File: config.mk
export PLATFORM = sky130hd
export DESIGN_NAME = vx_execute_splitter_flat
export DESIGN_NICKNAME = d
export VERILOG_FILES = /design/src/rtl/vx_execute_splitter_if.sv /design/src/rtl/vx_execute_splitter.sv /design/src/flat_wrapper.sv
export SDC_FILE = /design/constraint.sdc
export NUM_CORES = 1
export LEC_CHECK = 0
export BUFFER_PORTS_ARGS = -buffer_cell sky130_fd_sc_hd__buf_4
export CORE_AREA = 2 2 241 243
export CTS_CLUSTER_DIAMETER = 150
export DETAILED_ROUTE_END_ITERATION = 16
export DIE_AREA = 0 0 243 245
export PLACE_DENSITY = 0.61
export SYNTH_ARGS = -nofsm -noshare
export SYNTH_HDL_FRONTEND = slang
export SYNTH_SLANG_ARGS = --single-unit
File: constraint.sdc
create_clock -name clk -period 3.2 [get_ports clk]
set_clock_uncertainty 0.1 [all_clocks]
set_input_delay 0.48 -clock clk [delete_from_list [all_inputs] [get_ports clk]]
set_output_delay 0.48 -clock clk [all_outputs]
set_load 0.005 [all_outputs]
File: src/rtl/vx_execute_splitter_if.sv
// Handshake bundle between the dispatch side, the splitter and a narrow execute unit.
// The splitter takes the slave view; whatever drives and consumes it takes the master view.
interface vx_execute_splitter_if #(
    parameter int THREAD_CNT = 4,
    parameter int NUM_LANES  = 1,
    parameter int XLEN       = 32,
    parameter int HDR_WIDTH  = 64,
    parameter int PID_WIDTH  = 2
) ();
    logic                        valid_in;
    logic                        ready_in;
    logic [HDR_WIDTH-1:0]        header_in;
    logic [THREAD_CNT-1:0]       tmask_in;
    logic [THREAD_CNT*XLEN-1:0]  rs1_in;
    logic [THREAD_CNT*XLEN-1:0]  rs2_in;
    logic [THREAD_CNT*XLEN-1:0]  rs3_in;

    logic                        valid_out;
    logic                        ready_out;
    logic [HDR_WIDTH-1:0]        header_out;
    logic [NUM_LANES-1:0]        tmask_out;
    logic [NUM_LANES*XLEN-1:0]   rs1_out;
    logic [NUM_LANES*XLEN-1:0]   rs2_out;
    logic [NUM_LANES*XLEN-1:0]   rs3_out;
    logic [PID_WIDTH-1:0]        pid_out;
    logic                        sop_out;
    logic                        eop_out;

    modport slave (
        input  valid_in, header_in, tmask_in, rs1_in, rs2_in, rs3_in, ready_out,
        output ready_in, valid_out, header_out, tmask_out, rs1_out, rs2_out, rs3_out,
               pid_out, sop_out, eop_out
    );

    modport master (
        output valid_in, header_in, tmask_in, rs1_in, rs2_in, rs3_in, ready_out,
        input  ready_in, valid_out, header_out, tmask_out, rs1_out, rs2_out, rs3_out,
               pid_out, sop_out, eop_out
    );
endinterface

File: src/rtl/vx_execute_splitter.sv
// Splits one full-warp execute request into NUM_PACKETS narrow packets tagged with pid/sop/eop,
// optionally skipping packets whose thread-mask slice is empty.
module vx_execute_splitter #(
    parameter int THREAD_CNT  = 4,
    parameter int NUM_LANES   = 1,
    parameter int XLEN        = 32,
    parameter int HDR_WIDTH   = 64,
    parameter int SKIP_EMPTY  = 0,
    parameter int NUM_PACKETS = THREAD_CNT / NUM_LANES,
    parameter int PID_WIDTH   = (NUM_PACKETS > 1) ? $clog2(NUM_PACKETS) : 1
) (
    input  logic                   clk,
    input  logic                   reset_n,
    vx_execute_splitter_if.slave   sif
);
    typedef enum logic [0:0] {IDLE = 1'b0, SEND = 1'b1} state_t;
    typedef logic [NUM_PACKETS-1:0] pmap_t;

    // A packet is emitted unless skipping is enabled and its mask slice is empty
    function automatic pmap_t emit_map(input logic [THREAD_CNT-1:0] m);
        pmap_t map;
        map = '0;
        for (int p = 0; p < NUM_PACKETS; p++) begin
            map[p] = (SKIP_EMPTY == 0) || (|m[p*NUM_LANES +: NUM_LANES]);
        end
        return map;
    endfunction

    // Lowest emitted index; an empty map still yields pid 0 so every instruction emits once
    function automatic logic [PID_WIDTH-1:0] first_idx(input pmap_t map);
        logic [PID_WIDTH-1:0] idx;
        logic                 found;
        idx   = '0;
        found = 1'b0;
        for (int p = 0; p < NUM_PACKETS; p++) begin
            if (map[p] && !found) begin
                idx   = PID_WIDTH'(p);
                found = 1'b1;
            end
        end
        return idx;
    endfunction

    // Returns {found, idx}: the next emitted index strictly above cur, no wrap
    function automatic logic [PID_WIDTH:0] next_idx(input pmap_t map, input logic [PID_WIDTH-1:0] cur);
        logic [PID_WIDTH-1:0] idx;
        logic                 found;
        idx   = '0;
        found = 1'b0;
        for (int p = 0; p < NUM_PACKETS; p++) begin
            if (map[p] && !found && (PID_WIDTH'(p) > cur)) begin
                idx   = PID_WIDTH'(p);
                found = 1'b1;
            end
        end
        return {found, idx};
    endfunction

    state_t                      state_r, state_nxt_s;
    logic [PID_WIDTH-1:0]        pid_r;
    logic [HDR_WIDTH-1:0]        header_r;
    logic [THREAD_CNT-1:0]       tmask_r;
    logic [THREAD_CNT*XLEN-1:0]  rs1_r, rs2_r, rs3_r;

    pmap_t                       map_s;
    logic [PID_WIDTH-1:0]        first_s, next_pid_s;
    logic                        has_next_s;
    logic                        valid_out_s, fire_in_s, fire_out_s, ready_in_s;
    logic                        load_s, advance_s;
    int                          sel_s;

    // Packet sequencing: first/next emitted index of the buffered instruction
    always_comb begin
        map_s                    = emit_map(tmask_r);
        first_s                  = first_idx(map_s);
        {has_next_s, next_pid_s} = next_idx(map_s, pid_r);
    end

    assign valid_out_s = (state_r == SEND);
    assign fire_out_s  = valid_out_s && sif.ready_out;
    assign ready_in_s  = (state_r == IDLE) || (fire_out_s && !has_next_s);
    assign fire_in_s   = sif.valid_in && ready_in_s;
    assign load_s      = fire_in_s;
    assign advance_s   = fire_out_s && has_next_s;

    // Next-state logic; a new instruction can be taken in the cycle the last packet leaves
    always_comb begin
        state_nxt_s = state_r;
        case (state_r)
            IDLE: begin
                if (fire_in_s) begin
                    state_nxt_s = SEND;
                end else begin
                    state_nxt_s = IDLE;
                end
            end
            SEND: begin
                if (fire_out_s && !has_next_s) begin
                    state_nxt_s = fire_in_s ? SEND : IDLE;
                end else begin
                    state_nxt_s = SEND;
                end
            end
            default: state_nxt_s = IDLE;
        endcase
    end

    // State, pid and instruction buffer registers
    always_ff @(posedge clk or negedge reset_n) begin
        if (!reset_n) begin
            state_r  <= IDLE;
            pid_r    <= '0;
            header_r <= '0;
            tmask_r  <= '0;
            rs1_r    <= '0;
            rs2_r    <= '0;
            rs3_r    <= '0;
        end else begin
            state_r <= state_nxt_s;
            if (load_s) begin
                header_r <= sif.header_in;
                tmask_r  <= sif.tmask_in;
                rs1_r    <= sif.rs1_in;
                rs2_r    <= sif.rs2_in;
                rs3_r    <= sif.rs3_in;
                pid_r    <= first_idx(emit_map(sif.tmask_in));
            end else if (advance_s) begin
                pid_r    <= next_pid_s;
            end else begin
                pid_r    <= pid_r;
            end
        end
    end

    // Slice select driven straight from the pid register
    always_comb begin
        sel_s = int'(pid_r);
    end

    assign sif.ready_in   = ready_in_s;
    assign sif.valid_out  = valid_out_s;
    assign sif.header_out = header_r;
    assign sif.tmask_out  = tmask_r[sel_s*NUM_LANES +: NUM_LANES];
    assign sif.rs1_out    = rs1_r[sel_s*NUM_LANES*XLEN +: NUM_LANES*XLEN];
    assign sif.rs2_out    = rs2_r[sel_s*NUM_LANES*XLEN +: NUM_LANES*XLEN];
    assign sif.rs3_out    = rs3_r[sel_s*NUM_LANES*XLEN +: NUM_LANES*XLEN];
    assign sif.pid_out    = pid_r;
    assign sif.sop_out    = valid_out_s && (pid_r == first_s);
    assign sif.eop_out    = valid_out_s && !has_next_s;

endmodule

File: src/flat_wrapper.sv
// flat-port wrapper written by rule: the top's interface ports become plain ports
module vx_execute_splitter_flat 
#(
    parameter int THREAD_CNT  = 4,
    parameter int NUM_LANES   = 1,
    parameter int XLEN        = 32,
    parameter int HDR_WIDTH   = 64,
    parameter int SKIP_EMPTY  = 0,
    parameter int NUM_PACKETS = THREAD_CNT / NUM_LANES,
    parameter int PID_WIDTH   = (NUM_PACKETS > 1) ? $clog2(NUM_PACKETS) : 1
)
  (clk, reset_n, sif_valid_in, sif_header_in, sif_tmask_in, sif_rs1_in, sif_rs2_in, sif_rs3_in, sif_ready_out, sif_ready_in, sif_valid_out, sif_header_out, sif_tmask_out, sif_rs1_out, sif_rs2_out, sif_rs3_out, sif_pid_out, sif_sop_out, sif_eop_out);
  vx_execute_splitter_if #(.THREAD_CNT(THREAD_CNT), .NUM_LANES(NUM_LANES), .XLEN(XLEN), .HDR_WIDTH(HDR_WIDTH), .PID_WIDTH(PID_WIDTH)) sif_i ();
  input  logic clk;
  input  logic reset_n;
  input wire logic [$bits(sif_i.valid_in)-1:0] sif_valid_in;
  input wire logic [$bits(sif_i.header_in)-1:0] sif_header_in;
  input wire logic [$bits(sif_i.tmask_in)-1:0] sif_tmask_in;
  input wire logic [$bits(sif_i.rs1_in)-1:0] sif_rs1_in;
  input wire logic [$bits(sif_i.rs2_in)-1:0] sif_rs2_in;
  input wire logic [$bits(sif_i.rs3_in)-1:0] sif_rs3_in;
  input wire logic [$bits(sif_i.ready_out)-1:0] sif_ready_out;
  output wire logic [$bits(sif_i.ready_in)-1:0] sif_ready_in;
  output wire logic [$bits(sif_i.valid_out)-1:0] sif_valid_out;
  output wire logic [$bits(sif_i.header_out)-1:0] sif_header_out;
  output wire logic [$bits(sif_i.tmask_out)-1:0] sif_tmask_out;
  output wire logic [$bits(sif_i.rs1_out)-1:0] sif_rs1_out;
  output wire logic [$bits(sif_i.rs2_out)-1:0] sif_rs2_out;
  output wire logic [$bits(sif_i.rs3_out)-1:0] sif_rs3_out;
  output wire logic [$bits(sif_i.pid_out)-1:0] sif_pid_out;
  output wire logic [$bits(sif_i.sop_out)-1:0] sif_sop_out;
  output wire logic [$bits(sif_i.eop_out)-1:0] sif_eop_out;
  assign sif_i.valid_in = sif_valid_in;
  assign sif_i.header_in = sif_header_in;
  assign sif_i.tmask_in = sif_tmask_in;
  assign sif_i.rs1_in = sif_rs1_in;
  assign sif_i.rs2_in = sif_rs2_in;
  assign sif_i.rs3_in = sif_rs3_in;
  assign sif_i.ready_out = sif_ready_out;
  assign sif_ready_in = sif_i.ready_in;
  assign sif_valid_out = sif_i.valid_out;
  assign sif_header_out = sif_i.header_out;
  assign sif_tmask_out = sif_i.tmask_out;
  assign sif_rs1_out = sif_i.rs1_out;
  assign sif_rs2_out = sif_i.rs2_out;
  assign sif_rs3_out = sif_i.rs3_out;
  assign sif_pid_out = sif_i.pid_out;
  assign sif_sop_out = sif_i.sop_out;
  assign sif_eop_out = sif_i.eop_out;
  vx_execute_splitter #(.THREAD_CNT(THREAD_CNT), .NUM_LANES(NUM_LANES), .XLEN(XLEN), .HDR_WIDTH(HDR_WIDTH), .SKIP_EMPTY(SKIP_EMPTY), .NUM_PACKETS(NUM_PACKETS), .PID_WIDTH(PID_WIDTH)) u_core (.clk(clk), .reset_n(reset_n), .sif(sif_i));
endmodule
* Word level (Yosys, flattened, before mapping) *
Cells that the tools add are included.

cells by class
  $add $sub $neg = 0
  multipliers = 0
  divide/modulo/power cells = 0
  $lt $le $gt $ge = 4
  eq/ne operators = 0
  shifts and indexed selects = 4
  muxes and demuxes = 14
  bitwise operators = 1
  reductions and logical operators = 16

operators with widths
  cell                number
  $shiftx 128x8->32   3
  $mux 2              5
  $logic_and 1x1->1   9
  $mux 1              8
  $gt 1x2->1 const A  2
  $gt 2x2->1 const A  2
  $logic_not 1->1     4
  $shiftx 4x3->1      1
  $logic_not 2->1     1
  $pmux 1 s2          1
  $reduce_bool 2->1   1
  $logic_or 1x1->1    1
  $not 1->1           1

storage, ports and cells
  register bits after elaboration = 455
  latch bits = 0
  memory bits (writable) = 0
  ROM bits = 0
  input bits = 456
  output and inout bits = 167
  word-level logic and storage cells = 46
  memories kept = 0

* Logic depth before layout (Yosys ltp) *
  depth in word-level cells = 18
  mapped depth = 8
  mapped depth without buffers = 4

* Worst setup path after synthesis *
Ideal clock, no wire load.

  path kind = register to output
  start = register u_core.pid_r[0] (netlist: u_core.sif.pid_out[0])
  end = output port sif_rs2_out[13]
  data arrival time = 1.651 ns
  required time = 2.620 ns
  setup slack = 0.969 ns
  cell stages (with the launch flop) = 5
  path buffers = 3
  path through = dfrtp_1 buf_2 buf_2 buf_2 mux4_2

between the ends
  cells in the longest elaborated chain, start to end = 1

ends and longest elaborated chain
  what                      line                        source
  start: declaration        vx_execute_splitter.sv:60   logic [PID_WIDTH-1:0] pid_r;
  start signal: assignment  vx_execute_splitter.sv:126  pid_r <= first_idx(emit_map(sif.tmask_in));
  start signal: assignment  vx_execute_splitter.sv:128  pid_r <= next_pid_s;
  start signal: assignment  vx_execute_splitter.sv:130  pid_r <= pid_r;
  $shiftx 128x8->32         vx_execute_splitter.sv:145  assign sif.rs2_out = rs2_r[sel_s*NUM_LANES*XLEN +: NUM_LANES*XLEN];
  end: declaration          flat_wrapper.sv:28          output wire logic [$bits(sif_i.rs2_out)-1:0] sif_rs2_out;

No other way between the ends.

* Worst setup path in the final report *
  start = register u_core.pid_r[0] (netlist: u_core.sif.pid_out[0])
  end = output port sif_rs1_out[15]

between the ends
  cells in the longest elaborated chain, start to end = 1

ends and longest elaborated chain
  what               line                        source
  $shiftx 128x8->32  vx_execute_splitter.sv:144  assign sif.rs1_out = rs1_r[sel_s*NUM_LANES*XLEN +: NUM_LANES*XLEN];
  end: declaration   flat_wrapper.sv:27          output wire logic [$bits(sif_i.rs1_out)-1:0] sif_rs1_out;

No other way between the ends.

==> out/metrics.yaml <==
outcome:
  status: "finished, final reports clean"
floorplan:
  core_area_mm2: 0.0570
  ioPinCount: 623
  start_util_pct: 34.0
  die_area_mm2: 0.0595
  die_w_um: 243
  rows: 88
  die_y_um: 245
route:
  drc: 0
  antenna_left: 0
  dr.first_iter.drc_count: 364
  firstDrtPassIters: 5
  via_count: 12500
  wl_per_cell_um: 20.6
  wirelength_um: 54700
  viasPerCell: 4.70
synth:
  yosys_warnings: 0
  synth_common_cells: "dfrtp_1 (455), mux2_2 (394), mux4_2 (97), mux2_4 (58), buf_2 (54)"
  synth_seq_area_share_pct: 58.7
  postSynthNetCount: 1554
  synth_top_area_cell: "dfrtp_1"
  synth_area_mm2: 0.0194
  ys_seq_elements: 455
  synth_edf_count: 0
  ys_async_sr_fraction_pct: 100
  synth.top_cell.area_share_pct: 58.7
  synth.most_common_cell: "dfrtp_1"
  ys.flop_type: "dfrtp_1"
  syn_inst: 1094
  synth_area_leaders: "dfrtp_1 (59%), mux2_2 (23%), mux4_2 (11%)"
  avgSynthCellArea_um2: 17.7
  yosys.cell_types.count: 17
clocking:
  clockBufferDepth: 3
  htreeDepth: 2
  ctsResizeCount: 0
  clk_latency_ps: 570
  cts_tree: "done"
  clk_pin_slew_worst_paths_ps: 60
  clockRootBuffer: "clkbuf_16"
  numClockSinks: 455
  numCtsBuffers: 52
global_routing:
  use_met3_pct: 5.35
  grt-busiest-layer: "met2"
  grt_usage_pct: 18.2
  grt_remaining_overflow: 0
  use_met1_pct: 22.0
  grt_pass1_vias: 13900
  grt_max_degree: 102
  grt_util_met2_pct: 31.6
  antenna_found_initial: 9
  grt_pass1_wl_um: 83200
sta:
  timing.final.crit_share_pct: 88.2
  max_clock_freq_mhz: 354
  worst_pin_slew_ps: 721
  relSlewSlack_pct: 52.0
  setup_violations: 0
  rsz0062_at_grt: "false"
  finalMaxSlewViolations: 0
  hold_viol_final: 0
  finalSetupTns_ps: 0
  min_period_ps: 2820
placement:
  portBuffers: 622
  gp_congestion: 0.822
  dp_hpwl_um: 39700
worst_setup_path:
  crit_required_ps: 2620
  crit_path_end_kind: "output pin"
  crit_fanout: 53
  worstSetupPathType: "reg -> out"
  worst_setup_path_start_kind: "flip-flop"
  worstPathArrival_ps: 2240
pwr:
  power.density_mw_per_mm2: 974
  vdd_drop_max_mv: 0.532
  total_power_mw: 27.2
  p_leak_nw: 12.5
worst_hold_path:
  hp-class: "in -> reg"
finish:
  finalNetCount: 2314
  fill_cells: 4953
  syn_to_final_growth_pct: 43.8
  final_layout_size_suffix_gt1_share_pct: 68.0
flow_run:
  drv_cap: 0
[critical path: stages (launching register included)]
cell and delay (ps):
dfrtp_4 450, buf_12 330, mux4_2 600, buf_4 150
[registers in the layout (all words and copies together) (netlist names)]
register / flops
u_core.rs1_r: 128
u_core.rs2_r: 128
u_core.rs3_r: 128
u_core.sif.header_out: 64
u_core.sif.pid_out: 2
u_core.sif.valid_out: 1
u_core.tmask_r: 4
[area by class of cell]
cell class,instances,area (um^2),area share (%)
Sequential cell,455,11400,40.8
Multi-Input combinational cell,564,7620,27.3
Timing Repair Buffer,779,6310,22.6
Clock buffer,77,1520,5.43
Tap cell,765,957,3.43
Clock inverter,12,88.8,0.318
Antenna cell,4,10.0,0.0359
Inverter,2,7.51,0.0269
[cell families after synthesis]
group	synth area share (%)
buffers and inverters	2.11
flip-flops	58.7
multiplexers	38.6
AO/OA/AOI/OAI	0.0903
AND/OR/NAND/NOR	0.232
adder cells (fa/ha/maj)	0.258
[stage by stage]
step | cells | util [%] | hold WS, ps | cell area, um^2 | worst slack [ps]
6_report | 2658 | 48.9 | 40.2 | 27900 | 377
3_5_place_dp | 2442 | 43.9 | 389 | 25100 | 869
3_3_place_gp | 2442 | 43.9 | 384 | 25100 | 912
2_1_floorplan | 1094 | - | 84.4 | 19400 | 969
5_1_grt | 2658 | 48.9 | 1.59 | 27900 | 259
4_1_cts | 2654 | 48.9 | 0.125 | 27900 | 306
[per-layer routing]
layer | part of all wire (%) | up-vias
li1 | - | 5584
met1 | 39 | 6399
met2 | 51 | 414
met3 | 7.1 | 85
met4 | 2.1 | 8
met5 | 0.084 | -
[cells in the final DEF, fill, tap and decap left out]
master / n
mux2_2: 394
buf_4: 643
clkbuf_16: 53
ha_1: 4
diode_2: 4
and2_1: 2
dfrtp_1: 453
dfrtp_4: 2
bufinv_16: 1
clkinv_2: 10
mux4_2: 97
inv_1: 2
a21bo_2: 1
clkbuf_1: 14
mux2i_1: 1
nand2b_1: 1
clkbuf_8: 10
buf_8: 1
clkinv_4: 1
a211oi_1: 1
nor2_1: 3
mux2_4: 58
and2_4: 1
buf_12: 12
dlygate4sd3_1: 123
and3b_1: 1
[report_power, final]
| group | total (mW) | internal (mW) | switching [mW] |
|---|---|---|---|
| clock | 5.64 | 3.33 | 2.32 |
| sequential | 10.3 | 8.72 | 1.56 |
| combinational | 11.3 | 7.36 | 3.89 |
| total | 27.2 | 19.4 | 7.77 |
[what timing repair did]
| action | 4_1_cts | 5_1_grt |
|---|---|---|
| setup buffers | 0 | 0 |
| endpoints found under the hold margin | 182 | 0 |
| hold buffers | 123 | 0 |
[path summary, 6_finish.rpt]
check,depth (start not counted),end,slack [ps],startpoint
setup / recovery,3,sif_rs1_out[15],380,u_core.sif.pid_out[0]
hold / removal,2,u_core.rs3_r[26],40,sif_rs3_in[26]
setup reg to reg,5,u_core.rs1_r[115],910,u_core.sif.pid_out[0]
hold reg to reg,1,u_core.rs1_r[80],400,u_core.rs1_r[80]
max in group asynchronous,4,u_core.rs1_r[31],1580,reset_n
min in group asynchronous,2,u_core.sif.header_out[43],390,reset_n
(Power assumes the default switching activity.)
